## src/rtl/adder_share_arbiter.sv

```systemverilog
// Round-robin arbiter sharing one W-bit adder between NREQ valid/ready requesters.
// The result sits in a single-entry output register with its own valid/ready handshake.
module adder_share_arbiter #(
  parameter  int NREQ = 4,
  parameter  int W    = 8,
  localparam int IDW  = $clog2(NREQ)
) (
  input  logic              clk,
  input  logic              rst,
  input  logic [NREQ-1:0]   req_valid,
  output logic [NREQ-1:0]   req_ready,
  input  logic [NREQ*W-1:0] req_a,
  input  logic [NREQ*W-1:0] req_b,
  output logic              res_valid,
  input  logic              res_ready,
  output logic [W-1:0]      res_sum,
  output logic              res_carry,
  output logic [IDW-1:0]    res_id,
  output logic [15:0]       op_count
);

  logic            res_valid_q, res_valid_d;
  logic [W-1:0]    res_sum_q,   res_sum_d;
  logic            res_carry_q, res_carry_d;
  logic [IDW-1:0]  res_id_q,    res_id_d;
  logic [15:0]     op_count_q,  op_count_d;
  logic [IDW-1:0]  ptr_q,       ptr_d;

  logic            gnt_found;
  logic [IDW-1:0]  gnt_idx;
  logic            slot_free;
  logic            accept;
  logic [W:0]      add_full;

  // Returns {found, index}; scanning offsets downwards lets the offset closest to ptr win.
  function automatic logic [IDW:0] rr_pick(input logic [NREQ-1:0] valid,
                                           input logic [IDW-1:0]  ptr);
    logic [IDW:0] pick;
    int           idx;
    pick = '0;
    for (int k = NREQ - 1; k >= 0; k--) begin
      idx = (int'(ptr) + k) % NREQ;
      if (valid[idx]) pick = {1'b1, IDW'(idx)};
    end
    return pick;
  endfunction

  assign {gnt_found, gnt_idx} = rr_pick(req_valid, ptr_q);
  assign slot_free = !res_valid_q || res_ready;
  assign accept    = gnt_found && slot_free && !rst;
  assign add_full  = {1'b0, req_a[gnt_idx*W +: W]} + {1'b0, req_b[gnt_idx*W +: W]};

  always_comb begin
    // NOTE: every signal written here gets a default first, so no path can infer a latch.
    req_ready = '0;
    if (accept) req_ready[gnt_idx] = 1'b1;
  end

  always_comb begin
    res_valid_d = res_valid_q;
    res_sum_d   = res_sum_q;
    res_carry_d = res_carry_q;
    res_id_d    = res_id_q;
    op_count_d  = op_count_q;
    ptr_d       = ptr_q;
    if (accept) begin
      res_valid_d = 1'b1;
      res_sum_d   = add_full[W-1:0];
      res_carry_d = add_full[W];
      res_id_d    = gnt_idx;
      op_count_d  = op_count_q + 16'd1;
      ptr_d       = (gnt_idx == IDW'(NREQ - 1)) ? '0 : gnt_idx + 1'b1;
    end else if (res_ready) begin
      res_valid_d = 1'b0;
    end
  end

  always_ff @(posedge clk) begin
    // NOTE: state is updated with non-blocking assignments so every flop samples pre-edge values.
    if (rst) begin
      res_valid_q <= 1'b0;
      res_sum_q   <= '0;
      res_carry_q <= 1'b0;
      res_id_q    <= '0;
      op_count_q  <= '0;
      ptr_q       <= '0;
    end else begin
      res_valid_q <= res_valid_d;
      res_sum_q   <= res_sum_d;
      res_carry_q <= res_carry_d;
      res_id_q    <= res_id_d;
      op_count_q  <= op_count_d;
      ptr_q       <= ptr_d;
    end
  end

  assign res_valid = res_valid_q;
  assign res_sum   = res_sum_q;
  assign res_carry = res_carry_q;
  assign res_id    = res_id_q;
  assign op_count  = op_count_q;

endmodule

```

## config.mk

```make
export PLATFORM = sky130hd
export DESIGN_NAME = adder_share_arbiter
export DESIGN_NICKNAME = d
export VERILOG_FILES = /design/src/rtl/adder_share_arbiter.sv
export SDC_FILE = /design/constraint.sdc
export NUM_CORES = 1
export LEC_CHECK = 0
export ABC_CLOCK_PERIOD_IN_PS = 4400
export CORE_UTILIZATION = 30
export DETAILED_ROUTE_END_ITERATION = 7
export PLACE_DENSITY = 0.71
export RECOVER_POWER = 100
export SKIP_CTS_REPAIR_TIMING = 1
export SLEW_MARGIN = 20
export SYNTH_ARGS = -nofsm -noshare
export SYNTH_HDL_FRONTEND = slang
export SYNTH_SLANG_ARGS = --single-unit
```

## constraint.sdc

```tcl
create_clock -name clk -period 4.4 [get_ports clk]
set_input_delay 0.88 -clock clk [delete_from_list [all_inputs] [get_ports clk]]
set_output_delay 0.88 -clock clk [all_outputs]
set_load 0.05 [all_outputs]
```

== Yosys cells after proc, flatten, opt, wreduce, memory -nomap -nowiden ==
Cells that the tools add are included.
Operators by class
  $add $sub $neg: 6
  $mul: 0
  divide/modulo/power cells: 0
  magnitude comparators: 6
  equal/unequal tests: 1
  shift operators: 2
  muxes and demuxes: 21
  bitwise gates (word level): 3
  reduce and logical (&&, ||, !) cells: 10
Operators with widths (number)
  $shiftx 32x6->8: 2
  $add 16x1->16 const B: 1
  $lt 3x4->1 const B: 3
  $mux 3: 4
  $mux 1: 10
  $add 8x8->9: 1
  $bmux 1 s2: 4
  $lt 2x3->1 const B: 2
  $reduce_or 2->1: 3
  $add 2x1->2 const B: 2
  $add 2x2->2 const B: 2
  $mux 4: 1
  $and 1x1->1 const A: 3
  $logic_and 1x1->1: 3
  $demux 1 s2: 1
  $eq 2x2->1 const B: 1
  $ge 2x1->1 const B: 1
  $logic_not 1->1: 2
  $mux 2: 1
  $reduce_bool 2->1: 1
  $logic_or 1x1->1: 1
Storage, ports and cells
  flip-flop bits (word level): 30
  bits in latches: 0
  bits in writable memories: 0
  ROM bits: 0
  input port bits: 71
  output and inout bits: 32
  word-level logic and storage cells: 55
  memories kept: 0

== Logic depth before layout (Yosys ltp) ==
Gate-level depths: netlist of run 1.
  depth in word-level cells: 15
  mapped depth: 14
  gate-level depth less buffers: 12

== Worst setup path before layout of run 1 ==
No wires, ideal clock.
  path type: input port to flip-flop
  from: input req_valid[0]
  to: register res_sum_q[6] (netlist: res_sum[6])
  setup time: 0.116 ns
  data arrival time: 3.247 ns
  data required time: 4.284 ns
  setup slack: 1.037 ns
  stages: 14
  path buffers: 2
  path through: a21oi_1 o21ai_1 o2bb2a_4 buf_6 buf_8 mux2i_1 mux2i_1 ha_1 fa_1 a21oi_1 o211ai_1 a211oi_1 nor3_1 a31o_2
On the way
  cells in the longest elaborated chain, start to end: 9
  elaborated cells between the ends (all ways): 20
  classes of those cells: add/sub: 1; shift: 2; mux: 15; reduce/logical: 2
RTL lines
  start, declared: line 10  | input logic [NREQ-1:0] req_valid,
  $bmux 1 s2: line 43  | if (valid[idx]) pick = {1'b1, IDW'(idx)};
  $mux 1 (not written as such) (2 in series): line 43
  $mux 3 (3 in series): line 43
  $mux 3 *: line 43
  $shiftx 32x6->8 or $logic_and 1x1->1 (tied branches): line 51, 50
  $add 8x8->9 or $logic_and 1x1->1 (tied branches): line 51, 50
  end signal, assigned: line 89  | res_sum_q <= res_sum_d;
  end, declared: line 23  | logic [W-1:0] res_sum_q, res_sum_d;
Mark *: on every way between the ends. The rest lies on a longest branch, timed or not. The select of a mux whose other input is x is not followed.
A chain may end at the register's enable or synchronous reset.

== Worst setup path after layout of run 1 ==
  from: input req_valid[0]
  to: output req_ready[2]
On the way
  cells in the longest elaborated chain, start to end: 12
  elaborated cells between the ends (all ways): 23
  classes of those cells: order compare: 2; mux: 18; reduce/logical: 3
RTL lines
  $bmux 1 s2: line 43
  $mux 1 (not written as such) (2 in series): line 43
  $mux 3 (3 in series): line 43
  $mux 3 *: line 43
  $lt 2x3->1 (not written as such) or $ge 2x1->1 (tied branches): line 56  | if (accept) req_ready[gnt_idx] = 1'b1;
  $logic_and 1x1->1 (not written as such): line 56
  $mux 1 (not written as such): line 56
  $demux 1 s2: line 56
  $mux 4 *: line 56
  end, declared: line 11  | output logic [NREQ-1:0] req_ready,
Marks and branches as above.

==> results of run 1 <==
cell usage in the layout, fill, tap and decap left out, drive strengths merged, types with 2 or more instances in the layout:
cell,n
clkdlybuf4s50,69
mux2i,49
dfxtp,30
dlygate4sd3,29
nor2,25
nand2,19
xor2,16
nand3,14
ha,13
o21ai,12
a21oi,11
buf,10
inv,8
clkbuf,7
nand4,6
and2,4
a211oi,4
and3,3
nor3,3
o211ai,2
a31o,2
and4,2
power by group through the flow:
stage / combinational [mW] / clock (mW) / sequential, mW
after floorplan: 0.357 / 0 / 0.468
after global placement: 0.691 / 0 / 0.345
after detailed placement: 0.696 / 0 / 0.347
after CTS: 0.699 / 0.231 / 0.342
after global routing: 0.742 / 0.244 / 0.346
final: 0.679 / 0.222 / 0.340
state kept, by name (all words and copies together) (netlist names):
| name | count |
|---|---|
| op_count | 16 |
| ptr_q | 2 |
| res_carry | 1 |
| res_id | 2 |
| res_sum | 8 |
| res_valid | 1 |
kinds of logic after synthesis:
family	after synthesis	share of synthesized area, %
mux	49	22.2
compound gates	37	10.8
buf+inv	21	6.30
flops	30	27.2
fa+ha+maj	14	8.28
simple gates	81	18.4
xor+xnor	17	6.75
routing by layer:
| metal | global-route usage [%] | vias up | routed length [um] |
|---|---|---|---|
| met1 | 18.4 | 967 | 2540 |
| met2 | 27.4 | 58 | 2710 |
| met3 | 5.00 | 4 | 397 |
| met4 | 4.77 | 0 | 73 |
| li1 | - | 1085 | - |
| met5 | 0 | - | 0 |
worst min-delay path: cells and delay by family (launching register included):
family | cells | cell delay, ps
AND/OR/NAND/NOR | 2 | 110
flip-flops | 1 | 310
cell type report:
class / instances / area (um2)
well taps: 96 / 120
clock inverters: 1 / 5.00
inverters: 8 / 30.0
fillers: 678 / 3530
multi-input cells: 198 / 1470
clock buffers: 7 / 86.3
repair buffers: 108 / 1110
flip-flops and latches: 30 / 601
per-stage QoR:
stage / instance area [um2] / worst slack, ps / power [mW] / hold slack, ps / instances
after floorplan: 2210 / 1040 / 0.826 / 503 / 249
after global routing: 3420 / 203 / 1.33 / 497 / 448
final: 3420 / 357 / 1.24 / 453 / 448
after detailed placement: 3340 / 287 / 1.04 / 449 / 440
after CTS: 3430 / 535 / 1.27 / 458 / 448
after global placement: 3340 / 413 / 1.04 / 443 / 440
final timing paths:
path,start,to,slack [ps],depth (start not counted)
worst max-delay path,req_valid[0],req_ready[2],360,6
worst max register to register,ptr_q[1],res_sum[6],1210,11
worst min register to register,res_sum[1],res_sum[1],450,2
worst min-delay path,res_sum[1],res_sum[1],450,2
==> impl_metrics.yaml, run 1 <==
status:
  status: "finished clean"
place:
  place.gp.congestion: 0.770
  portBuffers: 102
  dp_hpwl_um: 4580
timing:
  rsz0062_at_grt: "no"
  finalSetupViolations: 0
  max_freq_mhz: 247
  hold_violations: 0
  slew_headroom_pct: 39.6
  skew_ps: 5.47
  fin_crit_sh_pct: 91.9
  period_needed_ps: 4040
  slew_violations: 0
  setup_tns_ps: 0
  worst_slew_pin_slew_ps: 897
synth:
  synth_seq_cells: 30
  avgSynthCellArea_um2: 8.86
  synth_area_leaders: "dfxtp_1 27%, mux2i_1 22%, ha_1 7.4%"
  yosysMostFrequentCell: "mux2i_1"
  yosysUniqueCellTypes: 38
  synth_top_area_cell: "dfxtp_1"
  synth_ff_type: "dfxtp_1"
  ys_warn_count: 0
  synth_edf_count: 0
  synthArstFlopShare_pct: 0
  synth_top_area_share_pct: 27.2
  synth_cells: 249
  syn_area_um2: 2210
  syn-num-nets: 334
  yosysSeqAreaShare_pct: 27.2
  synth_common_cells: "49 x mux2i_1, 30 x dfxtp_1, 25 x nor2_1"
clocking:
  h-tree-depth: 2
  cts_sinks: 30
  clk_latency_ps: 270
  numCtsBuffers: 5
  cts.clk_slew.worst_paths_ps: 60
  clockRootBuffer: "clkbuf_8"
  max-clock-path-buffers: 2
  tritoncts: "done"
grt:
  grt_max_degree: 22
  overflow: 0
  antenna_found_initial: 0
  track_usage_pct: 15.8
  grt_pass1_vias: 2145
  grt_pass1_wl_um: 9480
finish:
  postLayoutCoreUtil_pct: 49.2
  n_antenna_cell: 0
  drive_gt1_share_pct: 6.53
  area_growth_pct: 54.9
  fin_nets: 436
pwr:
  p_switching_uw: 510
  switching_share_pct: 41.1
  clkPwrFrac_pct: 17.9
  powerDensity_nw_per_um2: 363
  p_leak_nw: 1.46
  power_frac_comb_pct: 54.7
  intPower_uw: 730
  vdd_drop_max_mv: 0.182
  power_frac_seq_pct: 27.4
worst_setup_path:
  critical-path-top-delay-family: "simple AND/OR/NAND/NOR gates"
  slowest_stage: "nor4_1"
  slowest_delay_ps: 800
  path_max_fanout: 9
  crit_required_ps: 3520
  startpoint_type: "input port"
  crit_chain: "dlygate4sd3_1, nor4_1, nor3_2, buf_4, and2_0, buf_12"
  worst-path-buf-inv: 3
  cp_data_arrival_time_ps: 3160
  cp-end-kind: "output port"
  crit_type: "in2out"
die:
  die_x_um: 87.8
  io_pins: 103
  start_util_pct: 31.8
  core_area_um2: 6940
  die_h_um: 87.8
  core.rowCount: 30
  dieArea_um2: 7700
run:
  maxCapViolations: 0
drt:
  routed_via_density: 4.72
  wl_per_cell_um: 12.8
  wl_um: 5720
  antenna_left: 0
  vias: 2114
  drtIter0Drc: 69
  drc: 0
  drtPass1Iterations: 4
worst_hold_path:
  hold_class: "reg2reg"
Power figures use the tool's default switching activity.
==> inputs of run 2 (changes only) <==
Settings changed: PLACE_DENSITY 0.71 to not set.
==> impl_metrics.yaml, run 2 (same netlist as run 1, synthesis figures left out) <==
worst_setup_path:
  crit_chain: "dlygate4sd3_1, nor4_1, nor3_1, buf_4, and2_1, buf_12"
  cp-end-kind: "output port"
  crit_required_ps: 3520
  critical-path-top-delay-family: "simple AND/OR/NAND/NOR gates"
  slowest_delay_ps: 690
  slowest_stage: "nor4_1"
  cp_data_arrival_time_ps: 3080
  worst-path-buf-inv: 3
  startpoint_type: "input port"
  crit_type: "in2out"
  path_max_fanout: 11
drt:
  antenna_left: 0
  vias: 2089
  wl_um: 5510
  wl_per_cell_um: 12.3
  routed_via_density: 4.67
  drtIter0Drc: 81
  drtPass1Iterations: 4
  drc: 0
timing:
  slew_violations: 0
  setup_tns_ps: 0
  fin_crit_sh_pct: 90.1
  hold_violations: 0
  skew_ps: 2.12
  slew_headroom_pct: 49.4
  period_needed_ps: 3960
  rsz0062_at_grt: "no"
  max_freq_mhz: 252
  finalSetupViolations: 0
  worst_slew_pin_slew_ps: 753
die:
  io_pins: 103
  core.rowCount: 30
  die_h_um: 87.8
  die_x_um: 87.8
  dieArea_um2: 7700
  start_util_pct: 31.8
  core_area_um2: 6940
clocking:
  cts.clk_slew.worst_paths_ps: 60
  h-tree-depth: 2
  clk_latency_ps: 280
  cts_sinks: 30
  tritoncts: "done"
  clockRootBuffer: "clkbuf_8"
  numCtsBuffers: 5
  max-clock-path-buffers: 2
status:
  status: "finished clean"
place:
  portBuffers: 102
  place.gp.congestion: 0.803
  place_inst: 440
  dp_hpwl_um: 4400
finish:
  fin_nets: 436
  fillers: 684
  fin_cells: 447
  final_common_cell: "clkdlybuf4s50_1"
  drive_gt1_share_pct: 5.70
  seq_area_um2: 601
  largest_register_ff_count: 16
  area_growth_pct: 54.0
  multi_input_area_um2: 1460
  n_antenna_cell: 0
  mostFrequentLayoutCells: "69 x clkdlybuf4s50_1, 49 x mux2i_1, 30 x dfxtp_1"
pwr:
  p_leak_nw: 1.45
  vdd_drop_max_mv: 0.140
  powerDensity_nw_per_um2: 359
grt:
  grt_pass1_wl_um: 9030
  grt_pass1_vias: 1965
  grt_max_degree: 22
  overflow: 0
  antenna_found_initial: 0
  track_usage_pct: 15.0
worst_hold_path:
  hold_class: "reg2reg"
run:
  maxCapViolations: 0
==> run 2: cell count changes in the layout (fill, tap and decap cells not counted), sizes merged <==
cell	delta
clkinv	-1
==> run 2: power by group <==
part | switching [mW] | total (mW) | internal, mW
logic | 0.383 | 0.676 | 0.293
registers | 0.0268 | 0.339 | 0.312
clock network | 0.0953 | 0.204 | 0.109
total | 0.505 | 1.22 | 0.714
==> run 2: worst min-delay path: stages, from the launching register on <==
cell and delay, ps:
dfxtp_1 310, nand3_1 60, nand2_1 50
==> run 2: metrics by stage <==
step | setup slack, ps | instance area, um2 | hold slack (ps) | power (mW) | utilization (%)
after floorplan | 1040 | 2210 | 503 | 0.826 | -
after global placement | 384 | 3340 | 439 | 1.04 | 48.1
after detailed placement | 321 | 3340 | 453 | 1.04 | 48.1
after CTS | 589 | 3420 | 461 | 1.25 | 49.2
after global routing | 207 | 3400 | 477 | 1.31 | 48.9
final | 435 | 3400 | 460 | 1.22 | 48.9
==> run 2: final timing paths <==
check,slack (ps),from,cells after the start,to
worst min-delay path,460,res_sum[0],2,res_sum[0]
worst max register to register,1270,ptr_q[1],12,res_sum[6]
worst max-delay path,440,req_valid[0],6,req_ready[2]
worst min register to register,460,res_sum[0],2,res_sum[0]
==> run 2: cell type report <==
class | instances | area share, %
clock buffer | 7 | 2.25
inverter | 8 | 0.884
multi-input combinational | 198 | 43.1
sequential | 30 | 17.7
tap | 96 | 3.54
timing repair buffer | 108 | 32.6
==> run 2: per-layer routing <==
metal / GRT usage [%] / wire [um] / up-vias
met2: 24.7 / 2610 / 55
met3: 3.77 / 287 / 4
met1: 19.4 / 2570 / 945
met4: 4.17 / 46 / 0
met5: 0 / 0 / -
li1: - / - / 1085
==> inputs of run 3 (changes only) <==
Settings changed: HOLD_SLACK_MARGIN set to 0.06.
==> results of run 3 <==
Final layout, timing and power as in run 2 (identical DEF).
